[config.mk]
export PLATFORM = sky130hd
export DESIGN_NAME = prv664_wb_sched
export DESIGN_NICKNAME = d
export VERILOG_FILES = /design/src/rtl/prv664_wb_pkg.sv /design/src/rtl/prv664_rr_pick.sv /design/src/rtl/prv664_wb_sched.sv
export SDC_FILE = /design/constraint.sdc
export NUM_CORES = 1
export LEC_CHECK = 0
export CAP_MARGIN = 5
export CORE_UTILIZATION = 50
export DETAILED_ROUTE_END_ITERATION = 8
export HOLD_SLACK_MARGIN = 0.03
export PLACE_DENSITY = 0.72
export SETUP_SLACK_MARGIN = 0.5
export SLEW_MARGIN = 20
export SYNTH_ARGS = -nofsm -noshare
export SYNTH_HDL_FRONTEND = slang
export SYNTH_SLANG_ARGS = --single-unit
[constraint.sdc]
create_clock -name clk_i -period 9.45 [get_ports clk_i]
set_clock_uncertainty 0.2 [all_clocks]
set_input_delay 1.4175 -clock clk_i [delete_from_list [all_inputs] [get_ports clk_i]]
set_output_delay 1.4175 -clock clk_i [all_outputs]
set_load 0.01 [all_outputs]
[src/rtl/prv664_wb_pkg.sv]
// Shared constants for the PRV664 writeback scheduler: source ordering and
// default aging parameters.
package prv664_wb_pkg;

    localparam int WB_NREQ = 8;

    // Writeback source slots. This order is also the aged-source priority.
    localparam int WB_IDX_LSU    = 0;
    localparam int WB_IDX_ALU0   = 1;
    localparam int WB_IDX_ALU1   = 2;
    localparam int WB_IDX_MDIV   = 3;
    localparam int WB_IDX_FPU    = 4;
    localparam int WB_IDX_BRU    = 5;
    localparam int WB_IDX_BYPASS = 6;
    localparam int WB_IDX_SYSMAG = 7;

    localparam int WB_AGE_W   = 4;
    localparam int WB_AGE_MAX = 12;

    function automatic int wb_wrap_inc(input int idx, input int n);
        return (idx + 1 >= n) ? 0 : idx + 1;
    endfunction

endpackage

[src/rtl/prv664_rr_pick.sv]
// Rotating-priority picker: aged requesters win by lowest index, otherwise the
// first eligible requester at or after ptr_i (with wrap) is chosen.
module prv664_rr_pick #(
    parameter int NREQ = 8
) (
    input  logic [NREQ-1:0]         elig_i,
    input  logic [NREQ-1:0]         aged_i,
    input  logic [$clog2(NREQ)-1:0] ptr_i,
    output logic [NREQ-1:0]         onehot_o,
    output logic [$clog2(NREQ)-1:0] idx_o,
    output logic                    any_o
);

    localparam int IDX_W = $clog2(NREQ);

    logic [NREQ-1:0]  urgent;
    logic [IDX_W-1:0] pick;
    logic [IDX_W-1:0] cand;
    logic             found;

    always_comb begin
        urgent = elig_i & aged_i;
        pick   = '0;
        cand   = '0;
        found  = 1'b0;
        if (|urgent) begin
            for (int i = 0; i < NREQ; i++) begin
                if (!found && urgent[i]) begin
                    found = 1'b1;
                    pick  = IDX_W'(i);
                end
            end
        end else begin
            for (int k = 0; k < NREQ; k++) begin
                cand = IDX_W'((int'(ptr_i) + k) % NREQ);
                if (!found && elig_i[cand]) begin
                    found = 1'b1;
                    pick  = cand;
                end
            end
        end
        any_o    = |elig_i;
        idx_o    = pick;
        onehot_o = '0;
        if (found) begin
            onehot_o[pick] = 1'b1;
        end
    end

endmodule

[src/rtl/prv664_wb_sched.sv]
// Two-bank writeback scheduler: round-robin grant per ROB bank with per-source
// starvation aging that lets long-waiting sources preempt the rotation.
module prv664_wb_sched
    import prv664_wb_pkg::*;
#(
    parameter int NREQ    = WB_NREQ,
    parameter int AGE_W   = WB_AGE_W,
    parameter int AGE_MAX = WB_AGE_MAX
) (
    input  logic                      clk_i,
    input  logic                      arstn_i,
    input  logic                      flush_i,
    input  logic [NREQ-1:0]           req_valid_i,
    input  logic [NREQ-1:0]           req_bank_i,
    input  logic [1:0]                bank_ready_i,
    output logic [1:0]                bank_valid_o,
    output logic [2*NREQ-1:0]         bank_sel_o,
    output logic [2*$clog2(NREQ)-1:0] bank_idx_o,
    output logic [NREQ-1:0]           req_ready_o,
    output logic [NREQ-1:0]           starve_o
);

    localparam int IDX_W = $clog2(NREQ);
    localparam logic [AGE_W-1:0] AGE_SAT = '1;
    localparam logic [AGE_W-1:0] AGE_THR = AGE_W'(AGE_MAX);

    logic                       run_q, run_d;
    logic [1:0][IDX_W-1:0]      ptr_q, ptr_d;
    logic [NREQ-1:0][AGE_W-1:0] age_q, age_d;

    logic [1:0][NREQ-1:0]  elig;
    logic [1:0][NREQ-1:0]  sel;
    logic [1:0][IDX_W-1:0] idx;
    logic [1:0]            any;
    logic [1:0]            hs;
    logic [NREQ-1:0]       aged;

    // run gates everything so the cycle right after reset release is idle
    always_comb begin
        for (int i = 0; i < NREQ; i++) begin
            aged[i] = (age_q[i] >= AGE_THR);
        end
        elig[0] = req_valid_i & ~req_bank_i & {NREQ{run_q}};
        elig[1] = req_valid_i &  req_bank_i & {NREQ{run_q}};
    end

    for (genvar b = 0; b < 2; b++) begin : g_bank
        prv664_rr_pick #(
            .NREQ(NREQ)
        ) u_pick (
            .elig_i  (elig[b]),
            .aged_i  (aged),
            .ptr_i   (ptr_q[b]),
            .onehot_o(sel[b]),
            .idx_o   (idx[b]),
            .any_o   (any[b])
        );
    end

    // bank_ready_i only reaches req_ready_o and the state update
    always_comb begin
        hs          = any & bank_ready_i;
        req_ready_o = (sel[0] & {NREQ{bank_ready_i[0]}})
                    | (sel[1] & {NREQ{bank_ready_i[1]}});
    end

    assign bank_valid_o = any;
    assign bank_sel_o   = sel;
    assign bank_idx_o   = idx;
    assign starve_o     = aged;

    always_comb begin
        run_d = 1'b1;
        ptr_d = ptr_q;
        age_d = age_q;
        for (int b = 0; b < 2; b++) begin
            if (flush_i) begin
                ptr_d[b] = '0;
            end else if (hs[b]) begin
                ptr_d[b] = IDX_W'(wb_wrap_inc(int'(idx[b]), NREQ));
            end
        end
        for (int i = 0; i < NREQ; i++) begin
            if (flush_i || !req_valid_i[i] || req_ready_o[i]) begin
                age_d[i] = '0;
            end else if (age_q[i] != AGE_SAT) begin
                age_d[i] = age_q[i] + AGE_W'(1);
            end
        end
    end

    always_ff @(posedge clk_i or negedge arstn_i) begin
        if (!arstn_i) begin
            run_q <= 1'b0;
            ptr_q <= '0;
            age_q <= '0;
        end else begin
            run_q <= run_d;
            ptr_q <= ptr_d;
            age_q <= age_d;
        end
    end

endmodule
==> summary.txt <==
Worst setup path
  • Reg-to-reg critical path endpoint: ptr_q[2]$_DFFE_PN0P_
  • Crit-path cells: clkdlybuf4s50_1 > nand2b_1 > o22ai_1 > mux4_2 > a31oi_1 > a2111oi_1 > nand4_1 > nand3_2 > inv_2 > nor3_2 > or2_1 > clkdlybuf4s50_1
  • Reg2reg setup slack: 4.77 ns
  • Slowest cell on the critical path: clkdlybuf4s50_1
  • Crit path buffers/inverters: 3
  • Crit path max fanout: 10
  • R2R depth: 13
  • Worst Setup End Kind: output port
  • WP data required: 7.83 ns
  • Crit path top cell by count: clkdlybuf4s50_1
  • CP Class: input pin to output port
  • Critical Path AT: 5.61 ns
  • Reg2reg start: ptr_q[0]$_DFFE_PN0P_
  • Setup crit start kind: input pin
  • CP delay by family, top: buffers and inverters
  • Worst stage delay on the critical path: roughly 0.7 ns

Place
  • Dpl cell area: slightly below 6000 µm²
  • Port Buffers: 60
  • Post-DP HPWL: ~13000 µm
  • Gp weighted congestion: between 1 and 1.5
  • Post-Place Cells: 822
  • Worst slack at placement: approximately 2.3 ns

Synth
  • Most numerous cell in the Yosys netlist: nand2_1
  • Ys flop type: dfrtp_1
  • Syn avg cell area: ~8.1 µm²
  • Synth warn: 0
  • Mapped Area: approximately 5300 µm²
  • Seq/Total Area, Yosys: 0.183
  • Top-area cell type share of the netlist area: 0.183
  • Synthesized net count: a little under 700
  • Post-synth cell types: 99
  • Cells after Synth: 654
  • Post-synth EDFFs: 0
  • Synth area leader: dfrtp_1
  • Post-synth top cells: 77 x nand2_1, 50 x nor2_1, 39 x dfrtp_1
  • Async set-or-reset flop fraction in the synthesized netlist: 1.00
  • Top cells by area, synth: dfrtp_1 18%, mux4_2 5.9%, nand2_1 5.4%, nor2_1 3.5%, ha_1 3.3%
  • Flops & latches, synth: 39

Clock tree
  • H-tree depth: 2
  • Max clock buf depth: 2
  • Clk Latency, worst-skew pair: between 0.3 and 0.4 ns
  • Num CTS Buffers: 5
  • TritonCTS clock tree: yes
  • Clock-pin slew on the worst setup and hold paths: around 0.090 ns
  • # hold bufs at CTS: 0
  • Post-cts sizing count: 0
  • Clock Sinks: 39
  • Root buf cell: clkbuf_8
  • Postcts setup bufs: 0

Die
  • Die area: approximately 11000 µm²
  • IO Count: approximately 60
  • FP Rows: 37
  • Core area: between 10000 and 15000 µm²
  • Die W: 105 µm
  • Die Ht: about 110 µm
  • Initial Utilization: 0.516

Hold path
  • WHS Endpoint: age_q[7]$_DFFE_PN0P_
  • Min-delay src: age_q[7]$_DFFE_PN0P_
  • Worst min-delay path category: register to register
  • Hold Path Depth: 3

STA
  • Final Cycle Share: 0.765
  • Setup Total Neg Slack: 0 ns
  • Setup ws final: around 2.2 ns
  • Final Critical Period: roughly 7.2 ns
  • Slew of the pin with the lowest slew margin: ~0.93 ns
  • Fmax: ~0.14 GHz
  • RSZ-0062 raised after global routing: false
  • Final setup viols: 0
  • Slew Limit Fails: 0
  • Final hold violation count: 0
  • Rel. slew slack: 0.377

Layout
  • Final Net Count: between 700 and 800
  • Layout overhead on the synthesized area: 13.5%
  • Fill cell count: between 900 and 1k
  • Post-Layout Cell Count: 830
  • Post-route cell area: about 6000 µm²
  • N_diodes: 0
  • Share of cells above drive strength 1: 0.118
  • Final Util: 0.585

Route
  • Routed len/inst: between 20 and 25 µm
  • Vias/cell: roughly 6.7
  • DR DRC count: 0
  • Pre-antenna DRT Iters: 4
  • Detailed-route wire length: 16700 µm
  • Via total after detailed routing: between 5k and 6k
  • ANT nets after route: 0
  • Starting DRT DRC Count: between 500 and 600

Power and ir drop
  • PwrDens: 239 nW/µm²
  • Worst VDD drop: 0.000209 V
  • Pleak: 2.32 nW

Global route
  • Initial antenna violation count: 0
  • Pin count of the biggest net entering global routing: 50
  • Number of global-route vias before repair: between 5k and 6k
  • First-pass GRT wire length: about 27000 µm
  • Total track usage: 0.304
  • Total grt overflow: 0

Run
  • Max cap viols: 0

Run status
  • Status: complete, no violations
-- registers in the layout, indices dropped and copies added (netlist names) --
signal / flops
age_q: 32
ptr_q: 6
run_q: 1
-- tightest hold or removal path, stage by stage, from the launching register on --
cell and delay [ns]:
dfrtp_1 0.38, mux2i_1 0.09, nand2_1 0.06, nor3_1 0.03
-- cells in the final DEF, fill, tap and decap left out, types with 6 or more instances in the layout --
cell and instances:
nor2_1 50, mux2i_1 17, or2_1 7, nand2_1 77
nand4_1 9, a21oi_1 33, nor2b_1 12, nand3_1 30
nand2b_1 15, and2_1 11, o22ai_1 15, xor2_1 8
clkdlybuf4s50_1 59, dfrtp_1 39, o22a_1 6, o21ai_0 21
inv_2 6, xnor2_1 7, nand3b_1 14, nand4b_1 8
inv_1 11, nor3b_1 6, nor3_1 30, mux4_2 14
a211oi_1 8, nor3_2 11, o211ai_1 11, ha_1 14
-- how the worst max path moves through the flow --
stage                         from             end  slack (ns)  depth (start not counted)
floorplan           req_valid_i[5]  req_ready_o[1]        3.97                         11
global placement    req_valid_i[3]  req_ready_o[4]        2.37                         12
detailed placement  req_valid_i[5]  req_ready_o[4]        2.32                         12
CTS                 req_valid_i[3]  req_ready_o[4]        2.27                         12
global route        req_valid_i[5]  req_ready_o[4]        2.11                         12
finish              req_valid_i[5]  req_ready_o[4]        2.22                         12
-- through the flow --
stage | hold slack, ns | power, mW
after floorplan | 0.334 | 0.956
after global placement | 0.347 | 1.30
after detailed placement | 0.371 | 1.31
after CTS | 0.380 | 1.44
after global routing | 0.422 | 1.54
final | 0.395 | 1.44
-- final cells by class --
type	instances	area, µm²	share of cell area
well taps	136	170	0.0282
clock buffers	5	68.8	0.0114
multi-input cells	568	4130	0.684
flip-flops and latches	39	976	0.162
inverters	18	67.6	0.0112
repair buffers	61	603	0.0998
clock inverters	3	23.8	0.00393
-- cell families (layout without fill, tap and decap cells) --
family | after synthesis | in the layout | synth area share
and+or+nand+nor | 329 | 329 | 0.356
AOI/OAI and AO/OA | 173 | 173 | 0.256
buffers and inverters | 47 | 87 | 0.0406
DFF | 39 | 39 | 0.183
muxes | 34 | 34 | 0.0975
xor gates and xnor gates | 17 | 17 | 0.0329
adders and majority gates | 14 | 14 | 0.0329
other | 1 | 1 | 0.000704
-- where the power goes --
| group | leakage, nW | internal, mW | switching (mW) |
|---|---|---|---|
| clock | 0.0408 | 0.0528 | 0.0660 |
| sequential | 0.532 | 0.185 | 0.0503 |
| combinational | 1.75 | 0.457 | 0.633 |
| total | 2.32 | 0.695 | 0.749 |
-- metal layers --
metal / wire length (µm) / track usage / vias to the layer above / share of wire
met5: 0 / 0 / - / 0
met4: 165 / 0.0704 / 0 / 0.0099
met3: 1250 / 0.0381 / 19 / 0.075
met2: 7820 / 0.498 / 262 / 0.47
met1: 7490 / 0.426 / 2695 / 0.45
li1: - / - / 2604 / -
Note: power is estimated with default switching activity, not from simulation.
